===== src/rtl/pe_group_feeder_pkg.sv =====
// Shared definitions for the PE group feeder and the PE it drives:
// operand geometry, result widths and the feeder FSM state encoding.
package pe_group_feeder_pkg;

    localparam int CELL_BIT = 8;
    localparam int N_CELL   = 9;
    localparam int BIAS_W   = 16;
    localparam int OUT_W    = 8;
    localparam int CHUNK_W  = CELL_BIT * N_CELL;

    typedef enum logic [1:0] {
        IDLE,
        FILL,
        ISSUE,
        WAIT
    } feeder_state_t;

endpackage


===== src/rtl/pe_group_feeder_chunk_buf.sv =====
// Chunk register file for one operand group: one write port, one
// asynchronous read port. Data is not reset; the FSM never reads unwritten slots.
module pe_chunk_buf #(
    parameter int DEPTH = 8,
    parameter int WIDTH = 144,
    parameter int AW    = $clog2(DEPTH)
) (
    input  logic             clk,
    input  logic             wr_en,
    input  logic [AW-1:0]    wr_addr,
    input  logic [WIDTH-1:0] wr_data,
    input  logic [AW-1:0]    rd_addr,
    output logic [WIDTH-1:0] rd_data
);

    logic [WIDTH-1:0] mem [DEPTH];

    always_ff @(posedge clk) begin
        if (wr_en) begin
            mem[wr_addr] <= wr_data;
        end
    end

    assign rd_data = mem[rd_addr];

endmodule


===== src/rtl/pe_group_feeder.sv =====
// Collects one operand group plus its config, streams it to the PE on
// contiguous pe_en cycles, then captures and holds the PE result.
module pe_group_feeder
    import pe_group_feeder_pkg::*;
#(
    parameter int MAX_CHUNK = 8,
    parameter int TMO       = 4
) (
    input  logic               clk,
    input  logic               reset,
    input  logic               cfg_valid,
    output logic               cfg_ready,
    input  logic [2:0]         cfg_step,
    input  logic [2:0]         cfg_bound,
    input  logic [BIAS_W-1:0]  cfg_bias,
    input  logic               chk_valid,
    output logic               chk_ready,
    input  logic [CHUNK_W-1:0] chk_in,
    input  logic [CHUNK_W-1:0] chk_weight,
    output logic [CHUNK_W-1:0] pe_in,
    output logic [CHUNK_W-1:0] pe_weight,
    output logic [BIAS_W-1:0]  pe_bias,
    output logic [2:0]         pe_bound,
    output logic [2:0]         pe_step,
    output logic               pe_en,
    input  logic [OUT_W-1:0]   pe_out,
    input  logic               pe_out_en,
    output logic               res_valid,
    input  logic               res_ready,
    output logic [OUT_W-1:0]   res_data,
    output logic               err
);

    localparam int IDX_W  = $clog2(MAX_CHUNK);
    localparam int TCNT_W = $clog2(TMO + 3);
    localparam logic [TCNT_W-1:0] TCNT_LAST = TCNT_W'(TMO + 2);

    feeder_state_t state, state_next;

    logic [2:0]           step_q;
    logic [2:0]           bound_q;
    logic [BIAS_W-1:0]    bias_q;
    logic [IDX_W-1:0]     wcnt;
    logic [IDX_W-1:0]     rcnt;
    logic [TCNT_W-1:0]    tcnt;
    logic [2*CHUNK_W-1:0] rd_data;

    logic cfg_fire;
    logic chk_fire;
    logic wcnt_last;
    logic rcnt_last;
    logic tmo_hit;

    // Handshakes are gated by reset so every output reads 0 while reset is held.
    assign cfg_ready = reset && (state == IDLE) && !res_valid;
    assign chk_ready = reset && (state == FILL);
    assign cfg_fire  = cfg_valid && cfg_ready;
    assign chk_fire  = chk_valid && chk_ready;
    assign wcnt_last = (wcnt == IDX_W'(step_q));
    assign rcnt_last = (rcnt == IDX_W'(step_q));
    assign tmo_hit   = (tcnt == TCNT_LAST);

    pe_chunk_buf #(
        .DEPTH (MAX_CHUNK),
        .WIDTH (2 * CHUNK_W)
    ) u_buf (
        .clk     (clk),
        .wr_en   (chk_fire),
        .wr_addr (wcnt),
        .wr_data ({chk_in, chk_weight}),
        .rd_addr (rcnt),
        .rd_data (rd_data)
    );

    always_comb begin
        state_next = state;
        case (state)
            IDLE:    if (cfg_fire) state_next = FILL;
            FILL:    if (chk_fire && wcnt_last) state_next = ISSUE;
            ISSUE:   if (rcnt_last) state_next = WAIT;
            WAIT:    if (pe_out_en || tmo_hit) state_next = IDLE;
            default: state_next = IDLE;
        endcase
    end

    always_ff @(posedge clk) begin
        if (!reset) begin
            state   <= IDLE;
            step_q  <= '0;
            bound_q <= '0;
            bias_q  <= '0;
            wcnt    <= '0;
            rcnt    <= '0;
            tcnt    <= '0;
        end else begin
            state <= state_next;
            if (cfg_fire) begin
                step_q  <= cfg_step;
                bound_q <= cfg_bound;
                bias_q  <= cfg_bias;
                wcnt    <= '0;
                rcnt    <= '0;
            end
            // The last write holds wcnt so the index never wraps inside a group.
            if (chk_fire && !wcnt_last) begin
                wcnt <= wcnt + 1'b1;
            end
            if (state == ISSUE) begin
                if (rcnt_last) begin
                    tcnt <= '0;
                end else begin
                    rcnt <= rcnt + 1'b1;
                end
            end
            if (state == WAIT && !tmo_hit) begin
                tcnt <= tcnt + 1'b1;
            end
        end
    end

    // The PE drops its accumulation on any en gap, so pe_en tracks ISSUE exactly.
    always_ff @(posedge clk) begin
        if (!reset) begin
            pe_en     <= 1'b0;
            pe_in     <= '0;
            pe_weight <= '0;
            pe_bias   <= '0;
            pe_bound  <= '0;
            pe_step   <= '0;
        end else begin
            pe_en <= (state == ISSUE);
            if (state == ISSUE) begin
                pe_in     <= rd_data[2*CHUNK_W-1:CHUNK_W];
                pe_weight <= rd_data[CHUNK_W-1:0];
                pe_bias   <= bias_q;
                pe_bound  <= bound_q;
                pe_step   <= step_q;
            end
        end
    end

    always_ff @(posedge clk) begin
        if (!reset) begin
            res_valid <= 1'b0;
            res_data  <= '0;
            err       <= 1'b0;
        end else begin
            if (res_valid && res_ready) begin
                res_valid <= 1'b0;
            end
            if (state == WAIT) begin
                if (pe_out_en) begin
                    res_data  <= pe_out;
                    res_valid <= 1'b1;
                end else if (tmo_hit) begin
                    err <= 1'b1;
                end
            end else if (pe_out_en) begin
                err <= 1'b1;
            end
        end
    end

endmodule


===== config.mk =====
export PLATFORM = sky130hd
export DESIGN_NAME = pe_group_feeder
export DESIGN_NICKNAME = d
export VERILOG_FILES = /design/src/rtl/pe_group_feeder_pkg.sv /design/src/rtl/pe_group_feeder_chunk_buf.sv /design/src/rtl/pe_group_feeder.sv
export SDC_FILE = /design/constraint.sdc
export NUM_CORES = 1
export LEC_CHECK = 0
export CAP_MARGIN = 40
export CORE_MARGIN = 2
export CORE_UTILIZATION = 45
export CTS_BUF_LIST = sky130_fd_sc_hd__clkbuf_8
export CTS_CLUSTER_DIAMETER = 150
export CTS_CLUSTER_SIZE = 14
export DETAILED_ROUTE_END_ITERATION = 12
export PLACE_DENSITY = 0.76
export SYNTH_ARGS = -nofsm -noshare
export SYNTH_HDL_FRONTEND = slang
export SYNTH_SLANG_ARGS = --single-unit
export TNS_END_PERCENT = 5

===== constraint.sdc =====
create_clock -name clk -period 28.3 [get_ports clk]
set_input_delay 5.66 -clock clk [delete_from_list [all_inputs] [get_ports clk]]
set_output_delay 5.66 -clock clk [all_outputs]
set_load 0.05 [all_outputs]

==> results of run 1 <==
## power by group through the flow
stage | registers (uW) | logic, uW | clock network [uW]
after CTS | 2320 | 737 | 1010
after detailed placement | 2360 | 736 | 0
after global routing | 2330 | 775 | 1080
final | 2320 | 728 | 978
after floorplan | 2560 | 273 | 0
after global placement | 2360 | 713 | 0
## worst max-delay path by stage
stage | endpoint | slack, ns
floorplan | u_buf.mem[0][0] | 11.63
global placement | cfg_ready | 15.06
detailed placement | cfg_ready | 15.07
CTS | cfg_ready | 15.06
global route | cfg_ready | 14.96
finish | cfg_ready | 15.04
## cells by family (layout without fill, tap and decap cells)
group                      count (synthesis)  count (layout)  share of synthesized area
buffers and inverters                    169             630                     0.0190
muxes                                    321             321                      0.135
adders and majority gates                  9               9                    0.00223
xor gates and xnor gates                   6               6                    0.00119
DFF                                     1362            1362                      0.770
and+or+nand+nor                          569             569                     0.0438
AOI/OAI and AO/OA                        168             168                     0.0289
other                                      0              10                          0
## cells in the mapped netlist (9+ instances only)
library cell,instances
a311oi_1,144
buf_2,43
buf_6,32
clkbuf_1,75
dfxtp_1,210
edfxtp_1,1152
ha_1,9
mux2i_1,33
mux4_2,288
nand2_1,341
nand3_1,25
nor2_1,189
## cell type report
class | count | area (sq um) | share of cell area
Tap cell | 1488 | 1860 | 0.0322
Multi-Input combinational cell | 1073 | 10700 | 0.185
Inverter | 7 | 36.3 | 0.000627
Timing Repair Buffer | 429 | 4540 | 0.0785
Clock buffer | 108 | 1490 | 0.0257
Antenna cell | 10 | 25.0 | 0.000432
Sequential cell | 1362 | 38800 | 0.671
Clock inverter | 86 | 370 | 0.00640
## critical path, stage by stage
cell             delay, ns
clkdlybuf4s50_1       0.46
buf_4                 0.36
nand2_1               0.16
nor2_1                0.13
clkdlybuf4s50_1       0.81
## state kept, by name (all words and copies together) (netlist names), 2 cells and up
name / flops
u_buf.mem: 1152
step_q: 3
res_data: 8
pe_in: 72
tcnt: 3
rcnt: 3
bound_q: 3
pe_bound: 3
bias_q: 16
pe_weight: 72
pe_bias: 16
wcnt: 3
state: 2
pe_step: 3
## metrics by stage
stage | utilization | std cells | setup slack [ns]
floorplan | - | 2604 | 11.63
global placement | 0.500 | 4336 | 15.06
detailed placement | 0.505 | 4359 | 15.07
CTS | 0.522 | 4553 | 15.06
global route | 0.522 | 4562 | 14.96
finish | 0.522 | 4563 | 15.04
## routing by layer
| metal | GRT usage | up-vias |
|---|---|---|
| li1 | - | 11100 |
| met1 | 0.257 | 13097 |
| met2 | 0.314 | 805 |
| met3 | 0.0464 | 151 |
| met4 | 0.0515 | 26 |
| met5 | 0 | - |
==> summary.txt, run 1 <==
status - complete, no violations
Congestion Overflow GR - 0
Post-synth top flop - edfxtp_1
Hold EP - bias_q[1]
met3 wire length - 7960 um
GRT Util Overall - 0.191
layout cells sized above 1 - 0.161
final period utilization - 0.468
HPWL after DPL - 61200 um
drt drc - 0
Reg clk slew, reported paths - 0.09 ns
Die ar. - 115000 sq um
Min-Delay Path Class - flop to flop
Setup crit start kind - input pin
worst hold margin - 0.460 ns
Max Used Layer - met5
Mapped Area - 50400 sq um
Max-Cap Viols - 0
final WL - 110000 um
most frequent cells in the layout - 1152 x edfxtp_1, 358 x clkdlybuf4s50_1, 341 x nand2_1, 288 x mux4_2, 207 x dfxtp_1
sequential fraction of design power - 0.576
hold_buf cts - 0
top cells by area, synth - edfxtp_1 69%, mux4_2 13%, dfxtp_1 8.3%
Iter 0 DRT Violations - 2300
most common cell after layout, fill and taps aside - edfxtp_1
r2r setup slk - 24.43 ns
CP Data Required Time - 22.64 ns
clk buf depth - 3
synthesized area per cell - 19.4 sq um
r2r worst-path depth - 8
Post-DRT Antenna Nets - 0
Max-slew headroom - 0.403
Critical Path AT - 7.60 ns
Area after DPL - 56000 sq um
vias in the first global route - 26001
post-synthesis cell type count - 38
Finish-stage setup viols - 0
hold depth - 2
DR vias - 25179
unrepaired setup endpoints after global routing - false
Starting Density - 0.455
min cycle time layout - 13.26 ns
fin nets - 3169
Max Clock Skew - 0.0490 ns
Int Pwr - 2890 uW
Core ar. - 111000 sq um
global placement routability congestion - 0.762
Setup Buffers After CTS - 0
post-CTS sizing - 0
Comb pwr share - 0.181
Yosys reg bits - 1362
DRT met1 WL - 45600 um
cell accounting for the most synthesized area - edfxtp_1
final-report max-slew violation count - 0
Leak Pwr - 0.0179 uW
Mapped Nets - 2793
f_max - 0.0754 GHz
area grow syn2layout - 14.8%
Yosys warning total - 0
Post-synth EDFFs - 1152
first-pass GRT wire length - 165000 um
drt first pass iters - 5
register area share after synthesis - 0.770
Clock Root Buffer - clkbuf_8
die width - 339 um
drt wl/cell - 24.1 um
Hold Vio Cnt, Final - 0
reg2reg start - rcnt[0]
# IOs - 359
Yosys top cell area share - 0.686
worst r2r dst - pe_in[68]
Synth async-reset ratio - 0
worst-margin pin slew - 0.895 ns
largest net degree at the start of global routing - 67
CTS Buf Count - 107
via/cell ratio - 5.52
Worst setup startpoint - reset
Sw Share - 0.282
# fillers - 8720
Psw - 1130 uW
clk_lat worst skew - 0.80 ns
CTS tree - built
Port Buffers - 358
final instance area - 57900 sq um
Setup TNS - 0 ns
HP Start - bias_q[1]
H-tree levels - 3
cell count after synthesis - 2604
CP Class - input pin to output port
pwr dens - 69.5 nW/um^2
Clk pwr share - 0.243
antenna violations before repair - 23
Peak VDD IR - 0.0525 mV
wire length on met2 - 53800 um
Pwr Total - 4020 uW
Worst setup EP type - output port
clk sinks - 1362
Rows - 122
die height - 339 um
Worst Path Max Fanout - 36
(Power assumes the default switching activity.)
==> inputs of run 2 (changes only) <==
PLACE_DENSITY = 0.78   (was 0.76)
clock period = 10.73 ns   (was 28.3 ns; I/O delays follow)
==> run 2 against run 1 <==
Clock-buffer cell count increased by 2. Critical path depth unchanged. Register-to-register slack got worse by 17 ns. Power rose to 2.6 times the previous value. Clock skew decreased by 0.0098 ns. Die area stayed put. Clock power increased to 2.6 times the previous value. Largest cell class unchanged.
==> summary.txt, run 2 (synthesis results as in run 1) <==
pwr dens - 184 nW/um^2
Pwr Total - 10600 uW
Core ar. - 111000 sq um
biggest regs - u_buf.mem x1152, pe_in x72, pe_weight x72
Psw - 3000 uW
Clock Root Buffer - clkbuf_8
final period utilization - 0.583
Largest register FFs - 1152
Max Clock Skew - 0.0392 ns
unrepaired setup endpoints after global routing - false
first-pass GRT wire length - 165000 um
Critical Path AT - 4.11 ns
Max-Cap Viols - 0
layout cells sized above 1 - 0.158
most common cell after layout, fill and taps aside - edfxtp_1
die height - 339 um
final-report max-slew violation count - 0
CP peak stage delay - 0.81 ns
Sw Share - 0.282
Clk pwr share - 0.244
Hold EP - bias_q[6]
worst r2r dst - pe_weight[55]
# IOs - 359
Comb pwr share - 0.180
GRT Util Overall - 0.191
antenna violations before repair - 8
r2r setup slk - 7.33 ns
H-tree levels - 3
Int Pwr - 7620 uW
Setup Buffers After CTS - 0
DR vias - 25397
clk_lat worst skew - 0.79 ns
CP Class - input pin to output port
largest net degree at the start of global routing - 141
r2r worst-path depth - 6
final WL - 111000 um
Hold Vio Cnt, Final - 0
Port Buffers - 358
f_max - 0.160 GHz
vias in the first global route - 25928
Iter 0 DRT Violations - 2194
post-CTS sizing - 0
Congestion Overflow GR - 0
CP Data Required Time - 8.58 ns
die width - 339 um
HPWL after DPL - 61100 um
Leak Pwr - 0.0179 uW
Largest Register - u_buf.mem
Setup crit start kind - input pin
drt wl/cell - 24.4 um
reg2reg start - state[0]
Worst setup EP type - output port
Peak VDD IR - 0.129 mV
via/cell ratio - 5.58
clk buf depth - 3
worst-margin pin slew - 1.09 ns
Reg clk slew, reported paths - 0.08 ns
hold depth - 2
most frequent cells in the layout - 1152 x edfxtp_1, 358 x clkdlybuf4s50_1, 341 x nand2_1, 288 x mux4_2, 207 x dfxtp_1
Post-DRT Antenna Nets - 0
CTS tree - built
utilization after layout - 0.521
drt drc - 0
drt first pass iters - 5
HP Start - bias_q[6]
Worst Path Max Fanout - 36
Rows - 122
status - complete, no violations
hold_buf cts - 0
Max-slew headroom - 0.274
min cycle time layout - 6.26 ns
area grow syn2layout - 14.5%
Die ar. - 115000 sq um
Min-Delay Path Class - flop to flop
global placement routability congestion - 0.755
fin nets - 3158
Finish-stage setup viols - 0
Starting Density - 0.455
clk sinks - 1362
critical-path cell list - clkdlybuf4s50_1 > buf_4 > nand2_1 > nor2_1 > clkdlybuf4s50_1
cell mode on critical path - clkdlybuf4s50_1
CTS Buf Count - 107
sequential fraction of design power - 0.576
critical path's slowest cell - clkdlybuf4s50_1
[run 2: cell count changes in the layout (fill, tap and decap cells not counted), moves of 2 or more]
cell and change:
buf_12 +7, buf_16 -7, buf_4 -11, clkbuf_8 +2
clkinvlp_4 +2, diode_2 -8, inv_1 +7, inv_6 -3
[run 2: power groups by stage]
stage	clock, uW	combinational, uW	sequential [uW]
6_report	2590	1910	6120
2_1_floorplan	0	720	6750
5_1_grt	2870	2030	6140
3_5_place_dp	0	1930	6240
3_3_place_gp	0	1860	6240
4_1_cts	2690	1930	6120
[run 2: final cells by class]
class	count	area, sq um
Inverter	7	36.3
Multi-Input combinational cell	1073	10700
Antenna cell	2	5.00
Sequential cell	1362	38800
Clock buffer	110	1510
Timing Repair Buffer	418	4410
Clock inverter	91	369
Tap cell	1488	1860
Fill cell	8641	53100
[run 2: critical path, delay by kind of cell]
kind,cells,cell delay (ns)
AND/OR/NAND/NOR,2,0.28
buffers and inverters,3,1.65
[run 2: worst max-delay path by stage]
stage               startpoint               to  slack, ns  cells after the start
finish                   reset        cfg_ready       4.47                      5
global route             reset        cfg_ready       4.41                      5
CTS                      reset        cfg_ready       4.47                      5
detailed placement       reset        cfg_ready       4.49                      5
global placement         reset        cfg_ready       4.46                      5
floorplan                reset  u_buf.mem[1][0]      -2.43                      4
[run 2: layer usage]
metal / part of all wire / track usage
met5: 0.00075 / 0
met4: 0.017 / 0.0494
met3: 0.068 / 0.0314
met1: 0.43 / 0.269
met2: 0.48 / 0.313
[run 2: metrics by stage]
stage / TNS (ns) / instance area, sq um / cells / hold WS, ns / worst slack, ns
2_1_floorplan: -349.96 / 50400 / 2604 / 0.434 / -2.43
3_3_place_gp: 0 / 55400 / 4331 / 0.441 / 4.46
3_5_place_dp: 0 / 55800 / 4348 / 0.447 / 4.49
4_1_cts: 0 / 57700 / 4549 / 0.461 / 4.47
5_1_grt: 0 / 57700 / 4550 / 0.470 / 4.41
6_report: 0 / 57700 / 4551 / 0.459 / 4.47
==> inputs of run 3 (changes only) <==
clock period = 5.11 ns   (was 10.73 ns; I/O delays follow)
==> run 3 against run 2 <==
Clock power up 110%. Highest routed layer unchanged. Core utilization hardly changed. Worst setup slack worse by 3.2 ns. Sequential power grew 110%. Largest power group unchanged. Final cell count about the same.
==> summary.txt, run 3 (synthesis results as in run 1) <==
unrepaired setup endpoints after global routing - false
pwr dens - 385 nW/um^2
Sw Share - 0.283
CP Class - input pin to output port
Port Buffers - 358
Max-Cap Viols - 0
GRT Util Overall - 0.188
final-report max-slew violation count - 0
Core ar. - 111000 sq um
Clk pwr share - 0.243
H-tree levels - 3
Hold Vio Cnt, Final - 0
Peak VDD IR - 0.293 mV
Die ar. - 115000 sq um
Post-DRT Antenna Nets - 0
Critical Path AT - 2.84 ns
hold_buf cts - 0
Comb pwr share - 0.178
min cycle time layout - 3.86 ns
vias in the first global route - 25552
Cell Count, Final, Fillers Out - 4550
final WL - 110000 um
largest net degree at the start of global routing - 160
Largest Register - u_buf.mem
final period utilization - 0.755
status - complete, no violations
Clock Root Buffer - clkbuf_8
clk buf depth - 3
Worst setup EP type - output port
fin nets - 3146
DR vias - 25379
# IOs - 359
Reg clk slew, reported paths - 0.08 ns
Largest register FFs - 1152
most common cell after layout, fill and taps aside - edfxtp_1
Congestion Overflow GR - 0
Starting Density - 0.455
Setup Buffers After CTS - 0
HPWL after DPL - 60500 um
Rows - 122
first-pass GRT wire length - 163000 um
area grow syn2layout - 14.5%
Max-slew headroom - 0.416
post-CTS sizing - 0
Int Pwr - 16000 uW
CP Data Required Time - 4.09 ns
Leak Pwr - 0.0178 uW
global placement routability congestion - 0.774
worst-margin pin slew - 0.875 ns
Max Clock Skew - 0.0405 ns
most frequent cells in the layout - 1152 x edfxtp_1, 358 x clkdlybuf4s50_1, 341 x nand2_1, 288 x mux4_2, 207 x dfxtp_1
Cells after DPL - 4336
antenna violations before repair - 25
die height - 339 um
drt drc - 0
layout cells sized above 1 - 0.155
Finish-stage setup viols - 0
sequential fraction of design power - 0.579
Worst Path Max Fanout - 22
worst hold margin - 0.464 ns
CTS tree - built
clk sinks - 1362
drt wl/cell - 24.1 um
Psw - 6290 uW
drt first pass iters - 5
Iter 0 DRT Violations - 2201
CTS Buf Count - 107
via/cell ratio - 5.58
Setup crit start kind - input pin
die width - 339 um
Min-Delay Path Class - flop to flop
clk_lat worst skew - 0.80 ns
f_max - 0.259 GHz
biggest regs - u_buf.mem x1152, pe_in x72, pe_weight x72
[run 3: cell types whose count changed in the layout (fill, tap and decap cells not counted), moves of 2 or more]
| cell | change |
|---|---|
| buf_16 | -12 |
| diode_2 | +12 |
| inv_6 | +2 |
| buf_12 | +21 |
| buf_4 | -21 |
| clkbuf_8 | -3 |
[run 3: per-layer routing]
| metal | vias up | GRT usage | part of all wire |
|---|---|---|---|
| met5 | - | 0 | 0.0012 |
| met4 | 20 | 0.0682 | 0.026 |
| met3 | 161 | 0.0356 | 0.071 |
| met2 | 956 | 0.305 | 0.49 |
| met1 | 13167 | 0.256 | 0.42 |
| li1 | 11075 | - | - |
[run 3: power groups by stage]
stage	clock network, uW	registers (uW)	logic, uW
floorplan	0	14200	1520
global placement	0	13100	3930
detailed placement	0	13100	4000
CTS	5550	12900	4000
global route	5960	12900	4220
finish	5400	12900	3970
[run 3: final timing paths]
path,startpoint,end,slack (ns),depth (start not counted)
worst max-delay path,reset,cfg_ready,1.25,5
worst min-delay path,bias_q[2],bias_q[2],0.46,2
worst max register to register,state[1],u_buf.mem[5][61],2.45,6
worst min register to register,bias_q[2],bias_q[2],0.46,2
[run 3: worst max-delay path, cell delays in order]
cell             delay (ns)
clkdlybuf4s50_1        0.48
buf_4                  0.28
nand2_1                0.14
nor2_1                 0.10
clkdlybuf4s50_1        0.80
[run 3: metrics by stage]
step	setup WS [ns]	util	setup TNS [ns]	area, sq um	total power (uW)
finish	1.25	0.521	0	57700	22200
floorplan	-0.606	-	-547.20	50500	15700
detailed placement	1.25	0.504	0	55800	17100
global route	1.19	0.521	0	57700	23100
CTS	1.25	0.520	0	57700	22400
global placement	1.23	0.503	0	55800	17100
[run 3: final cells by class]
| class | instances | area [sq um] |
|---|---|---|
| Tap cell | 1488 | 1860 |
| Antenna cell | 14 | 35.0 |
| Fill cell | 8625 | 53100 |
| Timing Repair Buffer | 406 | 4340 |
| Sequential cell | 1362 | 38800 |
| Clock inverter | 93 | 399 |
| Inverter | 7 | 36.3 |
| Multi-Input combinational cell | 1073 | 10800 |
| Clock buffer | 107 | 1470 |
